$ cat src/rtl/stopwatch_mmss.sv
// stopwatch_mmss: BCD MM:SS stopwatch driven by a synchronised 1 Hz tick, four active-low 7-seg digits.
// Optional lap-freeze display enabled by `define STOPWATCH_LAP_EN.  Rev 1.0
`default_nettype none

module stopwatch_mmss #(
  parameter int MAX_MINUTES = 59,
  parameter int SYNC_STAGES = 2
) (
  input  logic       clk,
  input  logic       reset,
  input  logic       tick_in,
  input  logic       start_stop,
  input  logic       clear,
`ifdef STOPWATCH_LAP_EN
  input  logic       lap,
  output logic       lap_active,
`endif
  output logic [6:0] hex0,
  output logic [6:0] hex1,
  output logic [6:0] hex2,
  output logic [6:0] hex3,
  output logic       running,
  output logic       wrap_pulse
);

  localparam logic [3:0] MAX_MT = 4'(MAX_MINUTES / 10);
  localparam logic [3:0] MAX_MO = 4'(MAX_MINUTES % 10);

  typedef enum logic [1:0] {
    IDLE   = 2'd0,
    RUN    = 2'd1,
    PAUSED = 2'd2
  } state_t;

  state_t state;

  logic [SYNC_STAGES-1:0] tick_sync;
  logic                   tick_prev;
  logic [1:0]             ss_sync;
  logic                   ss_prev;
  logic [1:0]             clr_sync;
  logic                   clr_prev;

  logic sec_pulse;
  logic ss_pulse;
  logic clr_pulse;

  logic [3:0] sec_ones, sec_tens, min_ones, min_tens;
  logic [3:0] disp_so, disp_st, disp_mo, disp_mt;

  always_ff @(posedge clk or negedge reset) begin
    if (!reset) begin
      tick_sync <= '0;
      tick_prev <= 1'b0;
      ss_sync   <= 2'b00;
      ss_prev   <= 1'b0;
      clr_sync  <= 2'b00;
      clr_prev  <= 1'b0;
    end else begin
      tick_sync <= {tick_sync[SYNC_STAGES-2:0], tick_in};
      tick_prev <= tick_sync[SYNC_STAGES-1];
      ss_sync   <= {ss_sync[0], start_stop};
      ss_prev   <= ss_sync[1];
      clr_sync  <= {clr_sync[0], clear};
      clr_prev  <= clr_sync[1];
    end
  end

  assign sec_pulse = tick_sync[SYNC_STAGES-1] & ~tick_prev;
  assign ss_pulse  = ss_sync[1] & ~ss_prev;
  assign clr_pulse = clr_sync[1] & ~clr_prev;

  // Clear wins outright; otherwise a tick in RUN is counted before a same-cycle pause takes effect.
  always_ff @(posedge clk or negedge reset) begin
    if (!reset) begin
      state      <= IDLE;
      running    <= 1'b0;
      wrap_pulse <= 1'b0;
      sec_ones   <= 4'd0;
      sec_tens   <= 4'd0;
      min_ones   <= 4'd0;
      min_tens   <= 4'd0;
    end else begin
      wrap_pulse <= 1'b0;
      if (clr_pulse) begin
        state    <= IDLE;
        running  <= 1'b0;
        sec_ones <= 4'd0;
        sec_tens <= 4'd0;
        min_ones <= 4'd0;
        min_tens <= 4'd0;
      end else begin
        if (state == RUN && sec_pulse) begin
          if (sec_ones != 4'd9) begin
            sec_ones <= sec_ones + 4'd1;
          end else begin
            sec_ones <= 4'd0;
            if (sec_tens != 4'd5) begin
              sec_tens <= sec_tens + 4'd1;
            end else begin
              sec_tens <= 4'd0;
              if (min_tens == MAX_MT && min_ones == MAX_MO) begin
                min_tens   <= 4'd0;
                min_ones   <= 4'd0;
                wrap_pulse <= 1'b1;
              end else if (min_ones == 4'd9) begin
                min_ones <= 4'd0;
                min_tens <= min_tens + 4'd1;
              end else begin
                min_ones <= min_ones + 4'd1;
              end
            end
          end
        end
        if (ss_pulse) begin
          case (state)
            IDLE:    begin state <= RUN;    running <= 1'b1; end
            RUN:     begin state <= PAUSED; running <= 1'b0; end
            PAUSED:  begin state <= RUN;    running <= 1'b1; end
            default: begin state <= IDLE;   running <= 1'b0; end
          endcase
        end
      end
    end
  end

`ifdef STOPWATCH_LAP_EN
  logic [1:0] lap_sync;
  logic       lap_prev;
  logic       lap_pulse;
  logic [3:0] lap_so, lap_st, lap_mo, lap_mt;

  assign lap_pulse = lap_sync[1] & ~lap_prev;

  always_ff @(posedge clk or negedge reset) begin
    if (!reset) begin
      lap_sync   <= 2'b00;
      lap_prev   <= 1'b0;
      lap_active <= 1'b0;
      lap_so     <= 4'd0;
      lap_st     <= 4'd0;
      lap_mo     <= 4'd0;
      lap_mt     <= 4'd0;
    end else begin
      lap_sync <= {lap_sync[0], lap};
      lap_prev <= lap_sync[1];
      if (clr_pulse) begin
        lap_active <= 1'b0;
      end else if (lap_pulse && state == RUN) begin
        if (lap_active) begin
          lap_active <= 1'b0;
        end else begin
          lap_active <= 1'b1;
          lap_so     <= sec_ones;
          lap_st     <= sec_tens;
          lap_mo     <= min_ones;
          lap_mt     <= min_tens;
        end
      end
    end
  end

  assign disp_so = lap_active ? lap_so : sec_ones;
  assign disp_st = lap_active ? lap_st : sec_tens;
  assign disp_mo = lap_active ? lap_mo : min_ones;
  assign disp_mt = lap_active ? lap_mt : min_tens;
`else
  assign disp_so = sec_ones;
  assign disp_st = sec_tens;
  assign disp_mo = min_ones;
  assign disp_mt = min_tens;
`endif

  function automatic logic [6:0] seg7(input logic [3:0] d);
    case (d)
      4'd0:    seg7 = 7'b1000000;
      4'd1:    seg7 = 7'b1111001;
      4'd2:    seg7 = 7'b0100100;
      4'd3:    seg7 = 7'b0110000;
      4'd4:    seg7 = 7'b0011001;
      4'd5:    seg7 = 7'b0010010;
      4'd6:    seg7 = 7'b0000010;
      4'd7:    seg7 = 7'b1111000;
      4'd8:    seg7 = 7'b0000000;
      4'd9:    seg7 = 7'b0010000;
      default: seg7 = 7'h7F;
    endcase
  endfunction

  assign hex0 = seg7(disp_so);
  assign hex1 = seg7(disp_st);
  assign hex2 = seg7(disp_mo);
  assign hex3 = seg7(disp_mt);

endmodule

`default_nettype wire

$ cat config.mk
export PLATFORM = sky130hd
export DESIGN_NAME = stopwatch_mmss
export DESIGN_NICKNAME = d
export VERILOG_FILES = /design/src/rtl/stopwatch_mmss.sv
export SDC_FILE = /design/constraint.sdc
export NUM_CORES = 1
export LEC_CHECK = 0
export ABC_AREA = 1
export CORE_MARGIN = 2
export CORE_UTILIZATION = 55
export CTS_BUF_LIST = sky130_fd_sc_hd__clkbuf_2
export DETAILED_ROUTE_END_ITERATION = 10
export GPL_ROUTABILITY_DRIVEN = 1
export PLACE_DENSITY = 0.79
export SETUP_SLACK_MARGIN = 0.05
export SKIP_LAST_GASP = 1
export SLEW_MARGIN = 0
export SYNTH_ARGS = -nofsm -noshare
export SYNTH_HDL_FRONTEND = slang
export SYNTH_SLANG_ARGS = --single-unit
export TNS_END_PERCENT = 20
$ cat constraint.sdc
create_clock -name clk -period 1.97 [get_ports clk]
set_clock_uncertainty 0.1 [all_clocks]
set_input_delay 0.2955 -clock clk [delete_from_list [all_inputs] [get_ports clk]]
set_output_delay 0.2955 -clock clk [all_outputs]
set_load 0.05 [all_outputs]
# [After elaboration in Yosys (flattened, before gate mapping)]
# Memory sizes are Yosys's and may differ from the RTL's.
# Cells that the tools add are included.
[totals] register_bits=29 romBits=448 inputBits=5 out_inout_bits=30 word_cells=75 n_memories=4
[op_classes] add_sub_neg=4 n_eq_ne=8 muxes=30 n_bitwise=6 n_reduce_logical=10
[mem_list] name="(no name shown)" words=16 word_bits=7 read_ports=1 rd_clocked_by_memory_dff=0 wr=0 line_no="175" rtl="case (d)"
[mem_list] name="(no name shown)" words=16 word_bits=7 read_ports=1 rd_clocked_by_memory_dff=0 wr=0 line_no="175"
[mem_list] name="(no name shown)" words=16 word_bits=7 read_ports=1 rd_clocked_by_memory_dff=0 wr=0 line_no="175"
[mem_list] name="(no name shown)" words=16 word_bits=7 read_ports=1 rd_clocked_by_memory_dff=0 wr=0 line_no="175"
[op_table] operator="two-way mux 4 bit" count=19
[op_table] operator="adder 4 x 1 -> 4 bit (second input constant)" count=4
[op_table] operator="two-way mux 1 bit" count=8
[op_table] operator="== test 4 x 3 -> 1 bit (second input constant)" count=1
[op_table] operator="== test 4 bit (second input constant)" count=1
[op_table] operator="two-way mux 2 bit" count=2
[op_table] operator="inequality test 2 bit (second input constant)" count=2
[op_table] operator="inequality test 4 x 3 -> 1 bit (second input constant)" count=1
[op_table] operator="inequality test 4 bit (second input constant)" count=1
[op_table] operator="one-hot mux 2 bit (2 select lines)" count=1
[op_table] operator="AND reduction 4 bit" count=1
[op_table] operator="nonzero test 2 bit" count=2
[op_table] operator="bitwise AND 1 bit" count=3
[op_table] operator="NOT 1 bit" count=3
[op_table] operator="AND reduction 3 bit" count=1
[op_table] operator="nonzero test 3 bit" count=1
[op_table] operator="== test 2 x 1 -> 1 bit (second input constant)" count=1
[op_table] operator="== test 2 bit (second input constant)" count=1
[op_table] operator="logical AND 1 bit" count=2
[op_table] operator="zero test 2 bit" count=1
[op_table] operator="AND reduction 2 bit" count=1
[op_table] operator="OR reduction 2 bit" count=1

# [Logic depth before layout (Yosys ltp)]
# Gate-level depths: netlist (run 1).
[depth] depth_word=7 ltp_mapped=9 mapped_depth_nobuf=9

# [Least setup slack after synthesis (run 1)]
# OpenSTA, ideal clock, no wires.
[synth_timing] path_kind="register to output" start="register sec_ones[0], in the netlist disp_so[0]" end="output port hex0[5]" t_arrival_ps=2539 required_time_ps=1574 setup_slack_ps=-965 stages_incl_launch_ff=4 path_buffers=0 path_cell_list="dfrtp_1 > inv_1 > ha_1 > o311ai_0"
[synth_via] elab_chain_len=1
[synth_lines] element="start: declaration" line_no="48" rtl="logic [3:0] sec_ones, sec_tens, min_ones, min_tens;"
[synth_lines] element="start signal: assignment" line_no="95" rtl="sec_ones <= sec_ones + 4'd1;"
[synth_lines] element="memory (16 x 7 bit)"
[synth_lines] element="end: declaration" line_no="18" rtl="output logic [6:0] hex0,"
# Every way passes these cells.

# [Worst setup path in the final report (run 1)]
[layout_timing] start="register min_tens[1], in the netlist disp_mt[1]" end="output port hex3[3]"
[layout_via] elab_chain_len=1
[layout_lines] element="start: declaration" line_no="48"
[layout_lines] element="start signal: assignment" line_no="108" rtl="min_tens <= min_tens + 4'd1;"
[layout_lines] element="memory (16 x 7 bit)"
[layout_lines] element="end: declaration" line_no="21" rtl="output logic [6:0] hex3,"
# Every way passes these cells.

==> run summary, run 1 <==
On the worst path, the slowest cell contributes a delay of 0.52 ns. The number of hold violations in the final report is 0. In the synthesized netlist the async set-or-reset flop fraction comes to 1.000. Setup repair after global routing could not meet its margin everywhere. Dividing the detail-routed wire length by the instance count gives 17.61 µm. The number of different library cells used by synthesis comes to 26. The aggregate global-route resource usage is 0.2859. The top achievable clock speed is 444.2 MHz. Measured in cells, the most critical reg-to-reg path has a length of 8. The fraction of the cycle the final worst path needs is 1.143. In the routed design, unresolved DRC markers number 0.

Of the total power, the share spent switching nets is 0.4001. The synthesized instance count is 270. The maximum VDD drop is 0.4353 mV. The switching power total is 0.6634 mW. The average via count per standard cell is 5.769.

The number of buffer cells added on primary ports is 34. The number of flops mapped to enable cells by yosys is 0. The signal on the critical path passes through inv_2, buf_4, ha_1, nand2_1, o211ai_1, buf_12. Routability-driven placement finished with a final weighted congestion of 0.8793. The checks that failed: setup timing.

CTS built an H-tree with a depth of 1. The layout overhead on the synthesized area came out at 56.84%. The number of antenna diodes in the final layout is 0. The tree built by TritonCTS fans out to 28 sinks. The number of buffers created by CTS came out at 3. The buffer and inverter count on the worst path came out at 3. Yosys printed 0 warnings. The final worst hold slack came out at 0.1345 ns. The average footprint of a synthesized cell is 7.322 µm². The number of nets in the layout came out at 370. The count of vias placed by the detailed router came out at 2250. The register bit count reported by yosys is 28. The share of total power dissipated in the clock network is 0.136.

The HPWL after detailed placement is 3.153 mm. The worst setup path is launched from a flip-flop. The combinational power share is 0.478. The final count of negative-setup-slack endpoints came out at 29. The clock latency on the worst-skew pair came out at 0.39 ns. The actual transition at the worst max-transition pin came out at 0.4888 ns. For this configuration, the core starts out at a cell density of 0.5832. The register area share after synthesis is 0.3544. Across the run, the number of max-cap violations was 0. The first global-routing pass estimated 9.570 mm of wire. The area after detailed placement is 0.002489 mm².

The total nets after synthesis is 295. For this design, the slowest cell found on the critical path is sky130_fd_sc_hd__dfrtp_2. The root buffer selected by CTS is sky130_fd_sc_hd__clkbuf_2. After routing the design area is 0.003100 mm². The leakage dissipation came out at 1.534 nW.

The clock edge transition at the registers on the reported setup and hold paths came out at 0.27 ns. The endpoint identified for the worst register-to-register timing path is disp_mt[2]. The routed wire length is 6.867 mm. The worst slew margin relative to its limit came out at 0.6731. Internal power comes to 0.9945 mW.

The number of slew-limit violations in the final report came out at 0. Of the total power, registers draw 0.386. The post-place setup slack is 0.1309 ns. Measured along the x axis, the die boundary spans 63.95 µm. 35 I/O pins were placed. The initial antenna violation count is 0. The endpoint class of the critical path is a primary output.

The synthesized cell area came out at 0.001977 mm². The critical path is of the reg -> out type. The maximum number of pins on one net before global-route repair came out at 29.

The first TritonRoute pass finished after 5 iterations. The worst endpoint data arrival time came out at 1.86 ns. The required time of the critical path is 1.57 ns. TritonCTS built the clock tree.

Of all nets on the critical path, the largest fanout is 5. In this run the critical register-to-register path is launched from disp_mo[1]. The initialized floorplan defines 21 standard-cell rows.

The post-detailed-route count of antenna-violating nets is 0. The die is 63.95 µm tall. The fraction of final layout cells sized beyond drive strength 1 came out at 0.4070. The overflow left after global routing is 0. The post-route worst setup slack came out at -0.2811 ns. In this design, the largest share of critical-path delay is due to flip-flops. The via count of the first global-routing pass was 2062. The core area is 0.003390 mm². For this run, the leading register cell type out of synthesis is sky130_fd_sc_hd__dfrtp_1. In this run the power density over the cells is 534.7 mW/mm². The class of the worst hold path is in -> async. For flop-to-flop paths, the worst setup slack is 0.13 ns.

The full die area came out at 0.004090 mm². The flow ran to the end, but the final reports show violations. The number of fillers in the final layout is 141. The DRC marker count from the first detailed-route iteration is 151. The maximum buffer depth of the clock tree is 2. The post-route minimum period came out at 2.251 ns.
==> placed cells by master, fill, tap and decap left out, types with 2 or more instances in the layout <==
| cell | instances |
|---|---|
| sky130_fd_sc_hd__nand2_1 | 72 |
| sky130_fd_sc_hd__buf_4 | 46 |
| sky130_fd_sc_hd__nand3_1 | 21 |
| sky130_fd_sc_hd__nor2_1 | 20 |
| sky130_fd_sc_hd__inv_1 | 19 |
| sky130_fd_sc_hd__dfrtp_1 | 17 |
| sky130_fd_sc_hd__o21ai_0 | 14 |
| sky130_fd_sc_hd__ha_4 | 12 |
| sky130_fd_sc_hd__inv_2 | 11 |
| sky130_fd_sc_hd__dfrtp_2 | 11 |
| sky130_fd_sc_hd__buf_12 | 11 |
| sky130_fd_sc_hd__buf_6 | 9 |
| sky130_fd_sc_hd__o21ai_2 | 7 |
| sky130_fd_sc_hd__o21ai_1 | 7 |
| sky130_fd_sc_hd__ha_1 | 7 |
| sky130_fd_sc_hd__o211ai_1 | 6 |
| sky130_fd_sc_hd__nand4_1 | 6 |
| sky130_fd_sc_hd__clkdlybuf4s50_1 | 6 |
| sky130_fd_sc_hd__nand2_2 | 5 |
| sky130_fd_sc_hd__inv_4 | 5 |
| sky130_fd_sc_hd__nor2_2 | 4 |
| sky130_fd_sc_hd__nand2_4 | 3 |
| sky130_fd_sc_hd__o21ai_4 | 3 |
| sky130_fd_sc_hd__nand3_2 | 3 |
| sky130_fd_sc_hd__nor3_1 | 3 |
| sky130_fd_sc_hd__clkbuf_2 | 3 |
| sky130_fd_sc_hd__a21oi_1 | 2 |
| sky130_fd_sc_hd__clkbuf_16 | 2 |
==> Yosys cell counts, drive strengths merged, types with 2 or more instances <==
| library cell | n | area (µm²) |
|---|---|---|
| a21oi | 2 | 10.01 |
| buf | 5 | 36.28 |
| dfrtp | 28 | 700.7 |
| ha | 20 | 250.2 |
| inv | 35 | 133.9 |
| nand2 | 80 | 315.3 |
| nand3 | 24 | 130.1 |
| nand4 | 6 | 37.54 |
| nor2 | 25 | 108.9 |
| nor3 | 3 | 15.01 |
| o211ai | 6 | 45.04 |
| o21ai | 31 | 155.2 |
==> cells by family after synthesis <==
| kind of cell | share of synthesized area |
|---|---|
| simple gates | 0.3101 |
| compound gates | 0.1184 |
| buf+inv | 0.08607 |
| flops | 0.3544 |
| fa+ha+maj | 0.1266 |
| xor+xnor | 0.004431 |
==> metrics by stage <==
stage	utilization	std cells	total power [mW]	TNS [ns]
2_1_floorplan	-	270	0.9994	-2.039
3_3_place_gp	0.7342	350	1.232	0
3_5_place_dp	0.7342	350	1.240	0
4_1_cts	0.8387	373	1.571	-0.9218
5_1_grt	0.9147	390	1.721	-4.959
6_report	0.9147	390	1.658	-3.217
==> per-layer routing <==
layer,vias to the layer above,routed length (µm),global-route usage
met3,21,393,0.01761
met1,1099,2754,0.3730
met5,-,0,0
li1,1021,-,-
met4,0,175,0.05707
met2,109,3544,0.5208
==> cell type report <==
class,count,area [µm²],area share
Tap cell,46,57.56,0.01856
Clock buffer,3,15.01,0.004843
Timing Repair Buffer,75,809.5,0.2611
Clock inverter,1,3.754,0.001211
Inverter,35,143.9,0.04641
Multi-Input combinational cell,202,1356,0.4374
Sequential cell,28,714.4,0.2304
==> state kept, by name (all words and copies together) (netlist names) <==
signal and count:
clr_prev 1, clr_sync 2, disp_mo 4, disp_mt 4
disp_so 4, disp_st 4, ss_prev 1, ss_sync 2
state 2, tick_prev 1, tick_sync 2, wrap_pulse 1
==> worst max path at each step <==
stage	from	endpoint	slack, ns	cells past startpoint
after CTS	disp_so[0]	hex0[6]	-0.09	7
after global routing	disp_mt[1]	hex3[3]	-0.29	6
final	disp_mt[1]	hex3[3]	-0.28	6
after detailed placement	disp_mo[0]	hex2[3]	0.13	6
after global placement	disp_mo[0]	hex2[3]	0.20	6
after floorplan	disp_mo[0]	hex2[5]	-0.33	5
==> power groups by stage <==
stage	clock, mW	sequential, mW	combinational, mW
2_1_floorplan	0	0.648	0.352
3_3_place_gp	0	0.644	0.589
3_5_place_dp	0	0.646	0.594
4_1_cts	0.210	0.634	0.727
5_1_grt	0.246	0.643	0.832
6_report	0.226	0.640	0.792
==> timing repair <==
| item | 4_1_cts | 5_1_grt |
|---|---|---|
| pin swaps | 13 | 7 |
| endpoints found under the setup margin | 30 | 34 |
| buffers inserted | 19 | 17 |
| hold buffers | 0 | 0 |
| endpoints found under the hold margin | 0 | 0 |
| gates resized for setup | 58 | 39 |
Power figures use the tool's default switching activity.
==> run 2, diff against run 1 <==
- ABC_AREA: 1 -> default
==> run summary, run 2 <==
The detail-routed net length per standard cell came out at 19.49 µm (+11%). The cell sitting at the root of the clock tree is a sky130_fd_sc_hd__clkbuf_2. The number of flops mapped to enable cells by yosys is 0 (unchanged). The register bit count reported by yosys is 28 (unchanged). The checks that failed: setup timing.

The aggregate global-route resource usage is 0.2881 (+0.002122). The yosys synthesis warning count is 0 (unchanged). The synthesized instance count is 239 (-11%).

The critical-path maximum fanout is 4 (-1). The first-pass GRT wire length came out at 9.287 mm (-3.0%). The average footprint of a synthesized cell is 8.198 µm² (+12%). STA classifies the critical path endpoint as a primary output.

The post-detailed-route count of antenna-violating nets came out at 0 (unchanged). The leakage dissipation came to 1.400 nW (-8.7%). The number of fillers in the final layout is 108 (-23%). The proportion of power drawn by the clock network came out at 0.178 (+0.042). The combinational power share is 0.329 (-0.149). The startpoint type of the worst setup path is a flip-flop.

The fraction of the cycle the final worst path needs came to 1.112 (-0.03049). The clock latency on the worst-skew pair is 0.39 ns (about the same). The number of buffer cells added on primary ports is 34 (unchanged). Leaving out fill and tap cells, the most frequent cell in the layout is sky130_fd_sc_hd__buf_4. The fraction of power spent switching nets came out at 0.3502 (-0.04992).

The worst endpoint data arrival time came out at 1.80 ns (-0.06 ns). The total nets after synthesis was 264 (-11%). Setup repair after global routing could not meet its margin everywhere. The overall die width was 63.69 µm (-0.41%). The area share of the largest cell type after synthesis came out at 0.3576 (+0.003169). The fraction of final layout cells sized beyond drive strength 1 is 0.4557 (+0.04876). The top achievable clock speed is 456.4 MHz (+2.7%). The number of nets in the layout came to 332 (-10%). The synthesized cell area is 0.001959 mm² (-0.89%). The number of slew-limit violations in the final report came out at 0 (unchanged). The portion of total power attributed to sequential cells is 0.493 (+0.107). Among all stages on the critical path, the largest delay is contributed by sky130_fd_sc_hd__dfrtp_1.

The core area came out at 0.003390 mm² (unchanged). The antenna diode count is 0 (unchanged). The clock edge transition at the registers on the reported setup and hold paths came out at 0.27 ns (about the same). The post-synthesis cell type count is 34 (+31%). The full die area was 0.004056 mm² (-0.83%). The internal power summed over all cells came to 0.8192 mW (-18%). The final count of negative-setup-slack endpoints was 30 (+3.4%). The most common cell in the synthesized netlist is sky130_fd_sc_hd__nor2_1. The switching power total is 0.4415 mW (-33%). The die height is 63.69 µm (-0.41%). The buffer and inverter count on the worst path came out at 2 (-1). The depth of the CTS H-tree is 1 (unchanged).

The largest stage delay on the critical path is 0.44 ns (-0.08 ns). The required time of the critical path is 1.57 ns (about the same). The number of hold violations in the final report is 0 (unchanged). The tightest min-delay check is of the in -> async type. The most used flip-flop cell after synthesis is sky130_fd_sc_hd__dfrtp_1. The initial antenna violation count is 0 (unchanged). The via count of the first global-routing pass is 1930 (-6.4%). The top cell types in the final layout, fill and taps aside, are 39 x sky130_fd_sc_hd__buf_4, 27 x sky130_fd_sc_hd__nor2_1, 21 x sky130_fd_sc_hd__nand2_1, 21 x sky130_fd_sc_hd__a21oi_1, 21 x sky130_fd_sc_hd__buf_12. The number of max-cap violations came out at 0 (unchanged). Compared with the post-synthesis result, the final layout area differs by 61.24%. The end of the worst register-to-register path is disp_mt[2]. The biggest area contributor in the post-synthesis netlist is sky130_fd_sc_hd__dfrtp_1. The setup TNS came out at -3.505 ns (-0.2881 ns).

The effective utilization at floorplan came out at 0.5781 (-0.005168). The critical path goes through inv_2, ha_2, or2_4, a21oi_2, nor2_2, buf_6. The register area share after synthesis came out at 0.3576 (+0.003169). The power density over the cells is 399.0 mW/mm² (-25%). The total I/O pin count was 35 (unchanged). The routed wire length came to 6.841 mm (-0.38%). The post-route cell area came out at 0.003159 mm² (+1.9%). The final weighted congestion of routability-driven global placement came out at 0.8119 (-7.7%). The worst reg-to-reg setup slack came out at -0.11 ns (-0.24 ns). The maximum VDD drop came out at 0.5063 mV (+16%).

In the synthesized netlist, the cells that appear most often are 34 x sky130_fd_sc_hd__nor2_1, 32 x sky130_fd_sc_hd__a21oi_1, 28 x sky130_fd_sc_hd__dfrtp_1. Ranked by total cell area, the synthesized netlist is headed by sky130_fd_sc_hd__dfrtp_1 36%, sky130_fd_sc_hd__ha_1 13%, sky130_fd_sc_hd__a21oi_1 8.2%. The flow ran to the end, but the final reports show violations. The post-route minimum period is 2.191 ns (-0.06007 ns). Grouping stages by cell kind, the critical path spends the most delay in flip-flops. In this run the critical register-to-register path is launched from disp_st[1].

The placed wire-length estimate after detailed placement is 3.217 mm (+2.0%). The worst slew margin relative to its limit was 0.6742 (+0.001150). The maximum buffer depth of the clock tree is 2 (unchanged).

The number of sinks driven by the clock tree came out at 28 (unchanged). The number of search-and-repair iterations in the first detailed-routing pass is 5 (unchanged). The row count is 21 (unchanged). The overflow left after global routing is 0 (unchanged). The proportion of synthesized flip-flops having asynchronous set or reset is 1.000 (unchanged).

The setup path with the least slack is of type reg -> out. The area after detailed placement is 0.002611 mm² (+4.9%). The quantity of hold-fixing buffers added after cts is 0 (unchanged). The average via count per standard cell is 6.114 (+6.0%). The maximum number of pins on one net before global-route repair came to 29 (unchanged). The number of cells on the worst reg-to-reg path is 8 (unchanged).

The TritonCTS clock tree is built. The number of remaining DRC errors came out at 0 (unchanged). The DRC marker count from the first detailed-route iteration came out at 176 (+17%).

The count of vias placed by the detailed router is 2146 (-4.6%). The number of buffers created by CTS came out at 3 (unchanged). The actual transition at the worst max-transition pin came out at 0.4871 ns (-0.001720 ns).

The post-route worst setup slack is -0.2211 ns (+0.06007 ns).
run 2: changes by cell type after synthesis, moves of 11 or more:
cell,previous run,this run
sky130_fd_sc_hd__nand2_1,76,23
sky130_fd_sc_hd__a21oi_1,2,32
sky130_fd_sc_hd__o21ai_0,31,14
sky130_fd_sc_hd__inv_1,30,14
sky130_fd_sc_hd__nand3_1,22,9
sky130_fd_sc_hd__nor2_1,21,34
sky130_fd_sc_hd__nand2b_1,0,11
run 2: how the worst max path moves through the flow:
stage,start,end,slack [ns],depth (start not counted)
4_1_cts,disp_st[0],hex1[0],-0.12,5
5_1_grt,disp_st[3],hex1[6],-0.27,5
6_report,disp_so[1],hex0[3],-0.22,6
2_1_floorplan,disp_st[1],hex1[0],-0.16,5
3_5_place_dp,disp_so[1],disp_mo[0],0.13,7
3_3_place_gp,disp_st[1],disp_mt[3],0.19,6
run 2: kinds of logic (layout without fill, tap and decap cells):
group | after synthesis | in the layout | synth area share
adders and majority gates | 20 | 20 | 0.1277
AOI/OAI and AO/OA | 54 | 54 | 0.1488
buffers and inverters | 25 | 91 | 0.05236
xor gates and xnor gates | 2 | 2 | 0.008942
DFF | 28 | 28 | 0.3576
muxes | 4 | 4 | 0.02107
and+or+nand+nor | 106 | 106 | 0.2835
run 2: what timing repair did:
action	4_1_cts	5_1_grt
gates resized for setup	61	28
setup buffers	14	12
pin swaps	15	6
endpoints found under the setup margin	29	37
run 2: final cells by class:
class / count / area [µm²] / share of cell area
Inverter: 14 / 57.56 / 0.01822
Multi-Input combinational cell: 186 / 1416 / 0.4483
Timing Repair Buffer: 74 / 899.6 / 0.2848
Tap cell: 46 / 57.56 / 0.01822
Sequential cell: 28 / 713.2 / 0.2257
Clock buffer: 3 / 15.01 / 0.004752
run 2: worst register-to-register path: stages, from the launching register on:
cell and delay, ns:
sky130_fd_sc_hd__dfrtp_1 0.47, sky130_fd_sc_hd__inv_2 0.13, sky130_fd_sc_hd__ha_4 0.15, sky130_fd_sc_hd__buf_4 0.12, sky130_fd_sc_hd__nand3b_4 0.11, sky130_fd_sc_hd__nor4_4 0.30, sky130_fd_sc_hd__buf_4 0.18, sky130_fd_sc_hd__a21oi_1 0.09
sky130_fd_sc_hd__a311oi_1 0.35
run 2: power by group through the flow:
stage	Combinational [mW]	Clock, mW	Sequential [mW]
2_1_floorplan	0.165	0	0.641
3_3_place_gp	0.299	0	0.627
3_5_place_dp	0.307	0	0.628
4_1_cts	0.363	0.208	0.619
5_1_grt	0.429	0.239	0.624
6_report	0.415	0.225	0.621
run 2: layer usage:
layer | up-vias | part of all wire | track usage
met5 | - | 0 | 0
met4 | 0 | 0.050 | 0.06250
met3 | 38 | 0.063 | 0.03036
met2 | 121 | 0.51 | 0.5224
met1 | 1041 | 0.37 | 0.3687
li1 | 946 | - | -
run 2: through the flow:
step / util / setup slack, ns / cells / total power [mW] / hold WS (ns)
after CTS: 0.8786 / -0.1186 / 339 / 1.190 / 0.1747
after global routing: 0.9321 / -0.2664 / 351 / 1.293 / 0.1523
after detailed placement: 0.7704 / 0.1334 / 322 / 0.9353 / 0.2387
after floorplan: - / -0.1572 / 239 / 0.8061 / -0.1001
after global placement: 0.7704 / 0.1888 / 322 / 0.9260 / 0.2345
final: 0.9321 / -0.2211 / 351 / 1.261 / 0.1398
